File: src/rtl/serial_shifter_if.sv
// Request/response bundle between the execute stage and the serial shift unit.
interface serial_shifter_if #(
  parameter int unsigned XLEN    = 32,
  parameter int unsigned SHAMT_W = 5
) ();

  logic               start;
  logic               kill;
  logic [1:0]         op_sel;
  logic [XLEN-1:0]    op_a;
  logic [SHAMT_W-1:0] shamt;
  logic               busy;
  logic               done;
  logic [XLEN-1:0]    result;

  // Core side: issues requests, watches busy/done.
  modport master (
    output start, kill, op_sel, op_a, shamt,
    input  busy, done, result
  );

  // Shift unit side.
  modport slave (
    input  start, kill, op_sel, op_a, shamt,
    output busy, done, result
  );

endinterface

File: src/rtl/serial_shifter.sv
// Multi-cycle SLL/SRL/SRA engine: shifts the latched operand by up to STEP bits per clock,
// signals busy while shifting and pulses done for one cycle when the result is written.
module serial_shifter #(
  parameter int unsigned XLEN    = 32,
  parameter int unsigned SHAMT_W = 5,
  parameter int unsigned STEP    = 1
) (
  input  logic             clk,
  input  logic             rst_n,
  serial_shifter_if.slave  bus
);

  typedef enum logic [1:0] {StIdle, StShift, StDone} state_e;

  localparam logic [SHAMT_W-1:0] StepAmt = SHAMT_W'(STEP);

  state_e             state_q;
  logic [XLEN-1:0]    acc_q;
  logic [XLEN-1:0]    result_q;
  logic [SHAMT_W-1:0] rem_q;
  logic [1:0]         op_q;

  logic [SHAMT_W-1:0] step_k;
  logic [SHAMT_W-1:0] rem_next;
  logic [XLEN-1:0]    acc_shifted;

  // One shift step: never move by more than the bits still owed.
  always_comb begin
    step_k      = (rem_q < StepAmt) ? rem_q : StepAmt;
    rem_next    = rem_q - step_k;
    acc_shifted = acc_q << step_k;
    case (op_q)
      2'b01:   acc_shifted = acc_q >> step_k;
      2'b11:   acc_shifted = $unsigned($signed(acc_q) >>> step_k);
      default: acc_shifted = acc_q << step_k;  // SLL, and reserved 2'b10 behaves as SLL
    endcase
  end

  // Control FSM with operand/remaining-count and result registers.
  always_ff @(posedge clk or negedge rst_n) begin
    if (!rst_n) begin
      state_q  <= StIdle;
      acc_q    <= '0;
      rem_q    <= '0;
      op_q     <= 2'b00;
      result_q <= '0;
    end else if (bus.kill) begin
      // Flush wins over everything, including a same-cycle start; result is preserved.
      state_q <= StIdle;
    end else begin
      case (state_q)
        StIdle, StDone: begin
          if (bus.start) begin
            acc_q <= bus.op_a;
            rem_q <= bus.shamt;
            op_q  <= bus.op_sel;
            if (bus.shamt == '0) begin
              result_q <= bus.op_a;
              state_q  <= StDone;
            end else begin
              state_q <= StShift;
            end
          end else begin
            state_q <= StIdle;
          end
        end
        StShift: begin
          acc_q <= acc_shifted;
          rem_q <= rem_next;
          if (rem_next == '0) begin
            result_q <= acc_shifted;
            state_q  <= StDone;
          end
        end
        default: state_q <= StIdle;
      endcase
    end
  end

  assign bus.busy   = (state_q == StShift);
  assign bus.done   = (state_q == StDone);
  assign bus.result = result_q;

endmodule
File: src/flat_wrapper.sv
// flat-port wrapper written by rule: the top's interface ports become plain ports
module serial_shifter_flat 
#(
  parameter int unsigned XLEN    = 32,
  parameter int unsigned SHAMT_W = 5,
  parameter int unsigned STEP    = 1
)
  (clk, rst_n, bus_start, bus_kill, bus_op_sel, bus_op_a, bus_shamt, bus_busy, bus_done, bus_result);
  serial_shifter_if #(.XLEN(XLEN), .SHAMT_W(SHAMT_W)) bus_i ();
  input  logic clk;
  input  logic rst_n;
  input wire logic [$bits(bus_i.start)-1:0] bus_start;
  input wire logic [$bits(bus_i.kill)-1:0] bus_kill;
  input wire logic [$bits(bus_i.op_sel)-1:0] bus_op_sel;
  input wire logic [$bits(bus_i.op_a)-1:0] bus_op_a;
  input wire logic [$bits(bus_i.shamt)-1:0] bus_shamt;
  output wire logic [$bits(bus_i.busy)-1:0] bus_busy;
  output wire logic [$bits(bus_i.done)-1:0] bus_done;
  output wire logic [$bits(bus_i.result)-1:0] bus_result;
  assign bus_i.start = bus_start;
  assign bus_i.kill = bus_kill;
  assign bus_i.op_sel = bus_op_sel;
  assign bus_i.op_a = bus_op_a;
  assign bus_i.shamt = bus_shamt;
  assign bus_busy = bus_i.busy;
  assign bus_done = bus_i.done;
  assign bus_result = bus_i.result;
  serial_shifter #(.XLEN(XLEN), .SHAMT_W(SHAMT_W), .STEP(STEP)) u_core (.clk(clk), .rst_n(rst_n), .bus(bus_i));
endmodule
File: config.mk
export PLATFORM = sky130hd
export DESIGN_NAME = serial_shifter_flat
export DESIGN_NICKNAME = d
export VERILOG_FILES = /design/src/rtl/serial_shifter_if.sv /design/src/rtl/serial_shifter.sv /design/src/flat_wrapper.sv
export SDC_FILE = /design/constraint.sdc
export NUM_CORES = 1
export LEC_CHECK = 0
export ABC_AREA = 1
export ABC_CLOCK_PERIOD_IN_PS = 1600
export CORE_ASPECT_RATIO = 0.6
export CORE_MARGIN = 2
export CORE_UTILIZATION = 48
export DETAILED_ROUTE_END_ITERATION = 10
export GPL_ROUTABILITY_DRIVEN = 0
export PLACE_DENSITY_LB_ADDON = 0.08
export SYNTH_ARGS = -nofsm -noshare
export SYNTH_HDL_FRONTEND = slang
export SYNTH_SLANG_ARGS = --single-unit
File: constraint.sdc
create_clock -name clk -period 1.6 [get_ports clk]
set_input_delay 0.24 -clock clk [delete_from_list [all_inputs] [get_ports clk]]
set_output_delay 0.24 -clock clk [all_outputs]
set_load 0.01 [all_outputs]
== Word-level counts from Yosys, hierarchy flattened ==
Index checks and enable logic that the tools add are counted.

* $add $sub $neg: 1
* Multiply operators: 0
* Divide/modulo/power cells: 0
* $lt $le $gt $ge: 1
* Equal/unequal tests: 8
* Shift-type cells: 3
* Muxes and demuxes: 15
* Bitwise gates (word level): 1
* Reduce and logical (&&, ||, !) cells: 8

{| class="wikitable"
|+ Operator list
! operator !! number
|-
| case mux 32 bit (2 select lines) || 3
|-
| two-way mux 32 bit || 4
|-
| left shift 32 x 5 -> 32 bit || 1
|-
| >> shifter 32 x 5 -> 32 bit || 1
|-
| >>> shifter 32 x 5 -> 32 bit || 1
|-
| zero test 5 bit || 2
|-
| two-way mux 5 bit || 2
|-
| case mux 5 bit (2 select lines) || 1
|-
| two-way mux 2 bit || 4
|-
| AND reduction 3 bit || 2
|-
| less-than comparator 5 x 1 -> 1 bit, second input constant || 1
|-
| AND reduction 5 bit || 1
|-
| subtractor 5 bit || 1
|-
| equality test 2 x 1 -> 1 bit, second input constant || 2
|-
| equality test 2 bit, second input constant || 2
|-
| != test 2 x 1 -> 1 bit, second input constant || 2
|-
| case mux 2 bit (2 select lines) || 1
|-
| != test 3 x 2 -> 1 bit, second input constant || 1
|-
| zero test 2 bit || 1
|-
| != test 2 bit, second input constant || 1
|-
| nonzero test 2 bit || 1
|-
| OR reduction 2 bit || 1
|-
| NOT 1 bit || 1
|}

* Flip-flop bits (word level): 73
* Bits in latches: 0
* RAM bits: 0
* ROM bits: 0
* Bits of input ports: 43
* Logic and storage cells: 42
* Memories: 0

== Depth between registers and ports, before layout ==
* Depth in word-level cells: 7
* Mapped depth: 14
* Mapped depth without buffers: 13

== Least setup slack after synthesis ==
OpenSTA, ideal clock, no wires.

* Path kind: register -> register
* From: register u_core.rem_q[1]
* To: register u_core.result_q[30], in the netlist u_core.bus.result[30]
* Library setup time: 116 ps
* Arrival time: 1,661 ps
* Path slack: -177 ps
* Cell stages (with the launch flop): 14
* Buffers on the path: 1
* Path through: dfrtp_1 -> nor2_4 -> nand2_1 -> nand2_1 -> ha_1 -> nor2_1 -> nand2_1 -> nand2_1 -> nand2_1 -> nand2_2 -> nand4_2 -> buf_2 -> nand2_1 -> nand2_1

* Longest elaborated chain between the ends: 6
* Elaborated cells on any way between the ends: 12

{| class="wikitable"
|+ Ends and longest elaborated chain
! what !! line !! RTL
|-
| start: declaration || serial_shifter.sv:20 || <nowiki>logic [SHAMT_W-1:0] rem_q;</nowiki>
|-
| start signal: assignment || serial_shifter.sv:55 || <nowiki>rem_q <= bus.shamt;</nowiki>
|-
| start signal: assignment || serial_shifter.sv:69 || <nowiki>rem_q <= rem_next;</nowiki>
|-
| less-than comparator 5 x 1 -> 1 bit || serial_shifter.sv:29 || <nowiki>step_k = (rem_q < StepAmt) ? rem_q : StepAmt;</nowiki>
|-
| two-way mux 5 bit || serial_shifter.sv:29 ||
|-
| subtractor 5 bit (tied with other cells) || serial_shifter.sv:30 || <nowiki>rem_next = rem_q - step_k;</nowiki>
|-
| zero test 5 bit or case mux 32 bit (2 select lines) (tied branches) || serial_shifter.sv:70, serial_shifter.sv:32 ||
|-
| != test 2 x 1 -> 1 bit (no source line) or two-way mux 32 bit (tied branches) || n/a ||
|-
| AND reduction 5 bit (no source line) or case mux 32 bit (2 select lines) (tied branches) || n/a ||
|-
| end signal: assignment || serial_shifter.sv:58 || <nowiki>result_q <= bus.op_a;</nowiki>
|-
| end signal: assignment || serial_shifter.sv:71 || <nowiki>result_q <= acc_shifted;</nowiki>
|-
| end: declaration || serial_shifter.sv:19 || <nowiki>logic [XLEN-1:0] result_q;</nowiki>
|}

Parallel ways exist; a longest one is shown, timed or not. The select of a mux whose other input is x is not followed.
A chain may end at the register's enable or synchronous reset.

== Worst setup path after layout ==
* From: register u_core.rem_q[1]
* To: register u_core.result_q[27], in the netlist u_core.bus.result[27]

The elaborated chain is that of the path after synthesis.

==> results.cfg <==
[layout]
syn2layout_area_growth_pct = 45.8
finalNetCount = 761
layout-drive-gt1-share = 0.185
diodes = 0
stdcell_count = 832
nFillCells = 682

[setup_path]
r2r-start = u_core.rem_q[1]
startpoint = u_core.rem_q[1]
worst-setup-path-type = register to register
critPathLaunchType = register
crit_required_ns = 1.88
crit_fanout = 8
crit_path_max_incr_delay_ns = 0.41
crit_path_end_kind = register
cp_slowest_cell = dfrtp_1
crit_top_cell = nand2_2
arrival_ns = 2.19
crit_chain = nor2_4 > nand2_2 > nand2_4 > ha_4 > nor2_4 > nand2_2 > nand2_2 > nand2_2 > nand2_4 > nand2_4 > nor2_4 > buf_6 > clkbuf_16 > nand2_1 > nand2_1

[pwr]
p_comb_frac = 0.532
p_int_mw = 6.41
p_leak_nw = 3.11
switching_share = 0.415
power_density_mw_per_mm2 = 1810
pwr-share-seq = 0.308
power.total_mw = 11.0
switchingPower_mw = 4.55
pwr-share-clk = 0.160
vdd.ir_drop.worst_uv = 886

[flow_run]
max_cap_violations = 0

[detailed_routing]
drc = 0
postRouteAntennaNets = 0
firstDrtPassIters = 5
wl_per_cell_um = 15.2
vias = 4360
via_per_inst = 5.24
wl_um = 12600
drt-initial-drc-count = 531

[floorplan]
rows = 26
die_y_um = 76.0
floorplan.initialDensity = 0.490
die_w_um = 124
num_io_pins = 77
coreArea_mm2 = 0.00846
die-area_mm2 = 0.00941

[cts]
clk_path_buf_depth = 2
htree_num_levels = 3
root_buffer = clkbuf_16
clk_latency_ns = 0.34
cts_buffers = 9
cts.sinks = 73
cts_tree = built
path_clk_slew_ns = 0.06

[yosys]
synth-main-ff-cell = dfrtp_1
ys_seq_area_frac = 0.441
syn-num-nets = 650
synth_top_area_frac = 0.441
synth_top_cell_by_area = dfrtp_1
syn_inst = 606
yosysWarnings = 0
post_synth_num_cell_types = 32
synth_area_per_cell_um2 = 6.84
synth-seq-cells = 73
synth.area.top_cells = dfrtp_1 44%, nand2_1 27%, nand3_1 4.8%
async_reset_ff_frac = 1.00
netlist_area_mm2 = 0.00414
synth_enable_flop_cells = 0

[timing]
slew_headroom = 0.773
hold_slack_ns = 0.329
fin_tns_setup_ns = -11.75
drv_slew = 0
final.period_utilization = 1.19
worst_slew_pin_slew_ns = 0.340
finClkSkew_ns = 0.00427
setup_slack_ns = -0.311
max_clock_freq_mhz = 523
final-hold-violation-count = 0
fin_crit_ns = 1.91
grt_setup_unrepaired = true
final-setup-viol-count = 63

[hold_path]
hold_path_class = input port to async pin

[global_routing]
grt_usage = 0.255
first_global_vias = 3758
gr-total-overflow = 0
antenna_found_initial = 0
grt_start_max_net_pins = 41
grt_pass1_wl_um = 18800

[outcome]
status = finished, violations left
violations = negative setup slack

[placed_design]
dp_cells = 796
dpl.hpwl_um = 7700
io_buffers = 76
dp_slack_ns = -0.232
[state kept, by name, indices dropped and copies added (netlist names)]
register,flops
u_core.op_q,2
u_core.rem_q,5
u_core.acc_q,32
u_core.state_q,2
u_core.bus.result,32
[cells in the mapped netlist, drive strengths merged (3+ instances only)]
cell type    n
a21oi       15
a31oi        3
buf         24
clkbuf       8
dfrtp       73
inv         45
nand2      301
nand3       41
nand4        3
nor2        48
o211ai       7
o21ai       29
[timing repair]
| item | CTS | global route |
|---|---|---|
| endpoints found under the setup margin | 35 | 55 |
| resized for setup | 8 | 60 |
| cloned | 0 | 9 |
| buffers inserted | 4 | 8 |
| pin swaps | 3 | 14 |
| endpoints found under the hold margin | 17 | 0 |
| hold buffers | 1 | 0 |
[worst max-delay path, delay by kind of cell (launching register included)]
family,cells,cell delay [ns]
and+or+nand+nor,12,0.95
DFF,1,0.41
buffers and inverters,2,0.31
adders and majority gates,1,0.17
[final timing paths]
path                       depth (start not counted)                     to  slack [ns]
setup reg to reg                                  15  u_core.bus.result[27]       -0.31
max in group asynchronous                          3   u_core.bus.result[6]        0.74
min in group clk                                   2  u_core.bus.result[25]        0.48
hold / removal                                     2  u_core.bus.result[19]        0.33
setup / recovery                                  15  u_core.bus.result[27]       -0.31
hold reg to reg                                    2  u_core.bus.result[25]        0.48
[cells by family after synthesis]
family / Yosys count / share of synthesized area
adders and majority gates: 1 / 0.00302
buffers and inverters: 78 / 0.0846
DFF: 73 / 0.441
AOI/OAI and AO/OA: 58 / 0.0852
and+or+nand+nor: 396 / 0.386
[cells in the final DEF (no fill, tap or decap), types with 2 or more instances in the layout]
| master | netlist | final |
|---|---|---|
| buf_6 | 4 | 3 |
| inv_1 | 43 | 42 |
| nand2_1 | 297 | 265 |
| buf_12 | 0 | 10 |
| dfrtp_1 | 73 | 73 |
| nand3_1 | 40 | 34 |
| dlygate4sd2_1 | 0 | 2 |
| clkbuf_16 | 0 | 18 |
| inv_2 | 2 | 2 |
| nand2_2 | 4 | 28 |
| nor2_1 | 45 | 38 |
| o21ai_1 | 6 | 9 |
| a21oi_1 | 15 | 15 |
| o211ai_2 | 4 | 4 |
| nor2_4 | 3 | 4 |
| buf_4 | 2 | 33 |
| a31oi_1 | 3 | 3 |
| o21ai_2 | 0 | 2 |
| o211ai_1 | 3 | 3 |
| o21ai_0 | 22 | 17 |
| nand3_2 | 1 | 6 |
| clkdlybuf4s50_1 | 0 | 73 |
| clkbuf_1 | 8 | 4 |
| nand4_1 | 2 | 2 |
| nand2_4 | 0 | 8 |
| nor2_2 | 0 | 6 |
[per-stage QoR]
step	cell area, µm²	utilization
after floorplan	4190	-
after global placement	5280	0.624
after detailed placement	5280	0.624
after CTS	5580	0.660
after global routing	6040	0.714
final	6040	0.714
[per-layer routing]
metal	track usage	vias to the layer above	share of wire
met1	0.400	2016	0.48
met3	0.0610	19	0.092
met4	0.0697	0	0.012
li1	-	2111	-
met5	0	-	0
met2	0.347	214	0.42
[power groups by stage]
stage	Combinational (mW)	Sequential, mW	Clock [mW]
after floorplan	2.87	3.44	0
after global placement	4.95	3.32	0
after detailed placement	5.04	3.35	0
after CTS	5.16	3.35	1.78
after global routing	6.48	3.48	1.84
final	5.83	3.37	1.76
[cell type report]
type                       instances  area, µm²  area share
timing repair buffer             132       1480       0.245
clock buffer                      13        240      0.0398
clock inverter                     1       5.00    0.000828
multi-input combinational        455       2170       0.360
inverter                          46        175      0.0290
sequential                        73       1830       0.302
tap                              112        140      0.0232
No activity file was read; power rests on OpenSTA's default activity.
